**config.mk**
```make
export PLATFORM = sky130hd
export DESIGN_NAME = load_store_unit
export DESIGN_NICKNAME = d
export VERILOG_FILES = /design/src/rtl/load_store_unit.sv
export SDC_FILE = /design/constraint.sdc
export NUM_CORES = 1
export LEC_CHECK = 0
export BUFFER_PORTS_ARGS = -buffer_cell sky130_fd_sc_hd__buf_4
export CAP_MARGIN = 10
export CORE_AREA = 2 2 104 116
export DETAILED_ROUTE_END_ITERATION = 12
export DIE_AREA = 0 0 106 118
export PLACE_DENSITY = 0.89
export REMOVE_ABC_BUFFERS = 1
export SYNTH_ARGS = -nofsm -noshare
export SYNTH_HDL_FRONTEND = slang
export SYNTH_SLANG_ARGS = --single-unit
```
**constraint.sdc**
```tcl
create_clock -name clk -period 2.1 [get_ports clk]
set_input_delay 0.21 -clock clk [delete_from_list [all_inputs] [get_ports clk]]
set_output_delay 0.21 -clock clk [all_outputs]
set_load 0.02 [all_outputs]
```
**src/rtl/load_store_unit.sv**
```systemverilog
// RV32I load/store unit: aligns and extends memory accesses onto a simple req/ack word bus.
// Optional LSU_TIMEOUT_EN adds an 8-bit REQ watchdog that aborts a stuck access with Fault.
module load_store_unit (
  input  logic        clk,
  input  logic        rst_n,
  input  logic        MemValid,
  input  logic        MemWrite,
  input  logic [2:0]  Funct3,
  input  logic [31:0] ALUResult,
  input  logic [31:0] WriteData,
  output logic        Stall,
  output logic        Done,
  output logic [31:0] ReadData,
  output logic        Fault,
  output logic        BusReq,
  output logic        BusWe,
  output logic [31:0] BusAddr,
  output logic [31:0] BusWData,
  output logic [3:0]  BusBe,
  input  logic        BusAck,
  input  logic [31:0] BusRData
);

  typedef enum logic [1:0] {IDLE, REQ, RESP} state_t;

  state_t      r_state;
  logic [31:0] r_addr;
  logic [31:0] r_wdata;
  logic [31:0] r_rdata;
  logic [3:0]  r_be;
  logic        r_we;
  logic [2:0]  r_funct3;

  logic        w_legal;
  logic        w_accept;
  logic        w_to_fault;
  logic [3:0]  w_be;
  logic [31:0] w_wdata;
  logic [31:0] w_shifted;
  logic [31:0] w_load;

`ifdef LSU_TIMEOUT_EN
  logic [7:0]  r_to_cnt;
  logic        r_to_fault;
  assign w_to_fault = r_to_fault;
`else
  assign w_to_fault = 1'b0;
`endif

  // NOTE: every output of a combinational block gets a default up front, so no path can infer a latch.
  always_comb begin
    w_legal = 1'b0;
    w_be    = 4'b0000;
    case (Funct3)
      3'b000: begin w_legal = 1'b1;                       w_be = 4'b0001 << ALUResult[1:0]; end
      3'b100: begin w_legal = !MemWrite;                  w_be = 4'b0001 << ALUResult[1:0]; end
      3'b001: begin w_legal = !ALUResult[0];              w_be = ALUResult[1] ? 4'b1100 : 4'b0011; end
      3'b101: begin w_legal = !MemWrite && !ALUResult[0]; w_be = ALUResult[1] ? 4'b1100 : 4'b0011; end
      3'b010: begin w_legal = (ALUResult[1:0] == 2'b00);  w_be = 4'b1111; end
      default: ;
    endcase
  end

  // Store data is replicated so the addressed lane always carries it, whatever the offset.
  always_comb begin
    w_wdata = 32'h0;
    if (MemWrite) begin
      case (Funct3[1:0])
        2'b00:   w_wdata = {4{WriteData[7:0]}};
        2'b01:   w_wdata = {2{WriteData[15:0]}};
        default: w_wdata = WriteData;
      endcase
    end
  end

  assign w_shifted = BusRData >> {r_addr[1:0], 3'b000};

  always_comb begin
    w_load = 32'h0;
    if (!r_we) begin
      case (r_funct3)
        3'b000:  w_load = {{24{w_shifted[7]}}, w_shifted[7:0]};
        3'b100:  w_load = {24'h0, w_shifted[7:0]};
        3'b001:  w_load = {{16{w_shifted[15]}}, w_shifted[15:0]};
        3'b101:  w_load = {16'h0, w_shifted[15:0]};
        3'b010:  w_load = BusRData;
        default: w_load = 32'h0;
      endcase
    end
  end

  // Reset gates the combinational IDLE outputs so every output reads 0 while rst_n is low.
  assign w_accept = rst_n && (r_state == IDLE) && MemValid && w_legal && !w_to_fault;

  assign Stall    = w_accept || (r_state == REQ);
  assign Done     = (r_state == RESP);
  assign Fault    = (rst_n && (r_state == IDLE) && MemValid && !w_legal) || w_to_fault;
  assign ReadData = r_rdata;
  assign BusReq   = (r_state == REQ);
  assign BusWe    = BusReq && r_we;
  assign BusAddr  = BusReq ? {r_addr[31:2], 2'b00} : 32'h0;
  assign BusWData = BusReq ? r_wdata : 32'h0;
  assign BusBe    = BusReq ? r_be : 4'b0000;

  // NOTE: sequential state uses non-blocking assignments so every register samples pre-edge values.
  always_ff @(posedge clk or negedge rst_n) begin
    if (!rst_n) begin
      r_state  <= IDLE;
      r_addr   <= 32'h0;
      r_wdata  <= 32'h0;
      r_rdata  <= 32'h0;
      r_be     <= 4'b0000;
      r_we     <= 1'b0;
      r_funct3 <= 3'b000;
`ifdef LSU_TIMEOUT_EN
      r_to_cnt   <= 8'h0;
      r_to_fault <= 1'b0;
`endif
    end else begin
`ifdef LSU_TIMEOUT_EN
      r_to_fault <= 1'b0;
`endif
      case (r_state)
        IDLE: begin
          if (w_accept) begin
            r_addr   <= ALUResult;
            r_wdata  <= w_wdata;
            r_be     <= w_be;
            r_we     <= MemWrite;
            r_funct3 <= Funct3;
            r_state  <= REQ;
`ifdef LSU_TIMEOUT_EN
            r_to_cnt <= 8'h0;
`endif
          end
        end
        REQ: begin
          if (BusAck) begin
            r_rdata <= w_load;
            r_state <= RESP;
          end
`ifdef LSU_TIMEOUT_EN
          else if (r_to_cnt == 8'hFF) begin
            r_to_fault <= 1'b1;
            r_state    <= IDLE;
          end else begin
            r_to_cnt <= r_to_cnt + 8'h1;
          end
`endif
        end
        RESP:    r_state <= IDLE;
        default: r_state <= IDLE;
      endcase
    end
  end

endmodule

```
After elaboration in Yosys (flattened, before gate mapping)
Index checks and enable logic that the tools add are counted.

Output and inout bits: 105. Input port bits: 104. Flip-flop bits (word level): 106. Logic and storage cells: 55.

Equality and inequality tests: 13. Shifts and indexed selects: 2. Muxes and demuxes: 13. Reduce and logical (&&, ||, !) cells: 20.

Operators with widths (number): 32-bit one-hot mux with 5 select lines (1); 32-bit 2-to-1 mux (4); 32-bit one-hot mux with 2 select lines (1); 32-bit by 5-bit >> shifter with 16-bit output (1); 3-bit == test (second input constant) (4); 4-bit one-hot mux with 3 select lines (1); 4-bit 2-to-1 mux (2); 3-bit by 1-bit == test with 1-bit output (second input constant) (2); 3-bit by 2-bit == test with 1-bit output (second input constant) (2); 1-bit logical AND (6); 2-bit logical NOT (3); 3-bit logical NOT (2); 2-bit AND reduction (3); 1-bit one-hot mux with 5 select lines (1); 2-bit by 1-bit == test with 1-bit output (second input constant) (2); 2-bit 2-to-1 mux (2); 2-bit one-hot mux with 2 select lines (1); 2-bit OR reduction (2); 1-bit by 2-bit left shift with 4-bit output (first input constant) (1); 1-bit logical NOT (3); 2-bit == test (second input constant) (1); 2-bit by 1-bit != test with 1-bit output (second input constant) (1); 2-bit != test (second input constant) (1); 1-bit logical OR (1).

Depth between registers and ports, before layout
Depth in word-level cells: 6. Gate-level depth with buffers: 7. Gate-level depth less buffers: 4.

Least setup slack after synthesis
Ideal clock, no wire load.

Path kind: flip-flop to flip-flop. Start point: reg r_addr[1]. End point: reg r_rdata[22] (netlist: ReadData[22]). Required time: 1.974 ns. Arrival time: 1.536 ns. Path slack: 0.438 ns. Path buffers: 2. Period minus slack after synthesis: 1.662 ns. Stages on the path, launching flop included: 7. Setup time: 0.126 ns. Cell sequence: dfrtp_1 -> buf_6 -> mux2_1 -> a32oi_1 -> a21oi_4 -> buf_6 -> a221o_1.

Longest elaborated chain between the ends: 3.

RTL lines: start, declared (RTL line 27) `logic [31:0] r_addr;`; start signal, assigned (RTL line 126) `r_addr <= ALUResult;`; 32-bit by 5-bit >> shifter with 16-bit output (RTL line 76) `assign w_shifted = BusRData >> {r_addr[1:0], 3'b000};`; 32-bit one-hot mux with 5 select lines (RTL line 81) `case (r_funct3)`; 32-bit 2-to-1 mux (RTL line 80) `if (!r_we) begin`; end signal, assigned (RTL line 139) `r_rdata <= w_load;`; end, declared (RTL line 29) `logic [31:0] r_rdata;`.

No other way between the ends. A chain may end at the register's enable or synchronous reset.

Final worst setup path
Start point: reg r_state[0]. End point: out Stall.

Longest elaborated chain between the ends: 5. Elaborated cells between the ends (all ways): 6. Classes of those cells: 1 x eq/ne; 5 x reduce/logical.

RTL lines: start, declared (RTL line 26) `state_t r_state;`; start signal, assigned (RTL line 108) `r_state <= IDLE;`; start signal, assigned (RTL line 131) `r_state <= REQ;`; start signal, assigned (RTL line 140) `r_state <= RESP;`; 2-bit logical NOT (RTL line 93) `assign w_accept = rst_n && (r_state == IDLE) && MemValid && w_legal && !w_to_fault;`; 1-bit logical AND (3 in a row) (RTL line 93); 1-bit logical OR (*) (RTL line 95) `assign Stall = w_accept || (r_state == REQ);`; end, declared (RTL line 11) `output logic Stall,`.

Mark *: on every way between the ends. The rest lies on a longest branch, timed or not.

==> flow_metrics.tcl <==
set metrics [dict create \
    rr_endpoint "ReadData[30]" \
    synthFlopType "dfrtp_1" \
    fp.dieW_um 106 \
    synth-seq-area-share_pct 47.5 \
    setup_viol 0 \
    netlist_instances 532 \
    worst_pin_slew_ps 574 \
    grt_max_degree 107 \
    syn_avg_cell_area_um2 10.5 \
    slew_violations 0 \
    max-cap-violations 0 \
    antenna_left 0 \
    final.setup.tns_ps 0 \
    htree_levels 3 \
    yosys_warnings 0 \
    cpPeakStageDelay_ps 410 \
    grt_antenna_before_repair 0 \
    power_density_mw_per_mm2 994 \
    dieArea_mm2 0.0125 \
    finalCritPeriodShare_pct 92.5 \
    finalNetCount 828 \
    worstPathRequired_ps 1890 \
    place_area_mm2 0.00727 \
    fmax_mhz 515 \
    r2r_start "r_addr[0]" \
    insertion_delay_ps 340 \
    r2r_cells 4 \
    grt_pass1_wl_mm 24.7 \
    drt-initial-drc-count 371 \
    fin_area_mm2 0.00758 \
    critPathKind "flip-flop to output pin" \
    clk_pin_slew_worst_paths_ps 70 \
    first_pass_iters 6 \
    drt_wl_total_mm 15.5 \
    num_vias 4897 \
    cp-start-kind "flip-flop" \
    grtUsageTotal_pct 24.8 \
    crit_path_frequent_cell "buf_4" \
    overflow 0 \
    post-route-util_pct 66.9 \
    clock-sinks 106 \
    cts_setup_buffers 0 \
    finalPower_mw 7.54 \
    cp_top_family "buffers and inverters" \
    final-hold-violation-count 8 \
    via_per_inst 5.57 \
    area_growth_pct 35.7 \
    cts_resized 0 \
    syn_area_mm2 0.00559 \
    critPathBufInv 2 \
    synth.distinct_cells 46 \
    timing.hold.ws_ps -17.6 \
    holdCritPathClass "input port to async pin" \
    slew_headroom_pct 61.8 \
    end_kind "output pin" \
    tritoncts "built" \
    clock_path_buffers 2 \
    io_buffers 206 \
    start_util_pct 49.3 \
    dp_cells 863 \
    place.gp.congestion 0.909 \
    cts-root-buf "clkbuf_16" \
    synth-seq-cells 106 \
    fin_cells 879 \
    rows 41 \
    cellLeakagePower_nw 3.84 \
    clock_skew_ps 5.38 \
    path_cells "nor2_1, o2111ai_4, buf_4, nand2_1, buf_4" \
    remaining_drc_errors 0 \
    crit_slowest_cell "dfrtp_1" \
    worstSetupStartpoint "r_state[0]" \
    synth_edf_count 0 \
    numCtsBuffers 9 \
    async_flop_share_pct 100 \
    grt_setup_unrepaired "false" \
    drive_gt1_share_pct 41.7 \
    antenna_cells 0 \
    vdd_drop_max_v 0.000547 \
    arrival_ps 1730 \
    violations "hold timing" \
    die_h_um 118 \
    core_area_mm2 0.0113 \
    path_max_fanout 33 \
    ios 209 \
    cts_hold_buf 0 \
    hpwl_mm 11.2 \
    status "finished, violations left" \
    wl_per_cell_um 17.6 \
    r2r_slack_ps 250 \
    period_minus_slack_ps 1940 \
    grt_pass1_vias 4845 \
]
==> state kept, by name, summed over array words and instances, names as in the netlist <==
register / count
r_funct3: 3
r_we: 1
r_wdata: 32
r_addr: 32
r_state: 2
ReadData: 32
r_be: 4
==> cells by family after synthesis <==
group / count (synthesis) / synth area share (%)
xor gates and xnor gates: 1 / 0.157
and+or+nand+nor: 190 / 17.1
other: 1 / 0.0671
buffers and inverters: 48 / 4.41
DFF: 106 / 47.5
muxes: 76 / 17.4
AOI/OAI and AO/OA: 110 / 13.4
==> cells in the mapped netlist (4+ instances only) <==
cell type,instances,area share (%)
nand2_1,90,6.0
o21ai_1,45,4.0
buf_6,6,1.2
mux2_2,23,4.6
clkbuf_1,24,1.6
o21ai_0,10,0.90
a22oi_1,7,0.94
buf_2,11,0.98
nor2_1,12,0.81
nor2b_1,4,0.45
a222oi_1,7,1.3
and2_1,68,7.6
mux2_4,34,9.1
a221o_1,15,2.7
mux2i_1,16,2.9
a21oi_1,7,0.63
o211ai_1,7,0.94
dfrtp_1,106,47
==> worst reg2reg max path, stage by stage (launching register included) <==
cell and delay [ps]:
dfrtp_1 530, nor4bb_1 420, a32oi_1 210, a21oi_4 440
a221o_1 190
==> power breakdown <==
group	total, mW	switching, mW	internal [mW]
Combinational	2.64	1.27	1.37
Clock	1.79	0.741	1.04
Sequential	3.12	0.441	2.67
Total	7.54	2.45	5.08
==> final cells by class <==
class / count / area [um2]
Clock buffer: 11 / 233
Clock inverter: 5 / 78.8
Fill cell: 857 / 3750
Inverter: 4 / 15.0
Multi-Input combinational cell: 379 / 2710
Sequential cell: 106 / 2650
Tap cell: 150 / 188
Timing Repair Buffer: 224 / 1710
==> how the worst max path moves through the flow <==
stage                     depth (start not counted)      endpoint  slack [ps]
after floorplan                                   3         Stall       -4830
after global placement                            4  ReadData[28]         390
after detailed placement                          4  ReadData[21]         280
after CTS                                         5         Stall         140
after global routing                              4  ReadData[21]          50
final                                             5         Stall         160
==> placed cells by master, fill, tap and decap left out, types with 4 or more instances in the layout <==
master	n
buf_4	222
dfrtp_1	106
nand2_1	90
and2_1	68
o21ai_1	45
mux2_4	34
mux2_2	23
mux2i_1	16
a221o_1	15
nor2_1	12
o21ai_0	10
clkbuf_16	9
a222oi_1	7
o211ai_1	7
a21oi_1	7
a22oi_1	7
nor2b_1	4
==> through the flow <==
step | setup WS, ps | hold WS [ps]
2_1_floorplan | -4830 | -85.6
3_3_place_gp | 385 | 395
3_5_place_dp | 281 | 401
4_1_cts | 142 | 33.1
5_1_grt | 45.5 | 50.0
6_report | 157 | -17.6
==> layer usage <==
layer	track usage [%]	wire [um]
met4	10.2	481
met2	42.5	7640
met1	30.2	6000
met5	0	0
met3	5.54	1330
No activity file was read; power rests on OpenSTA's default activity.
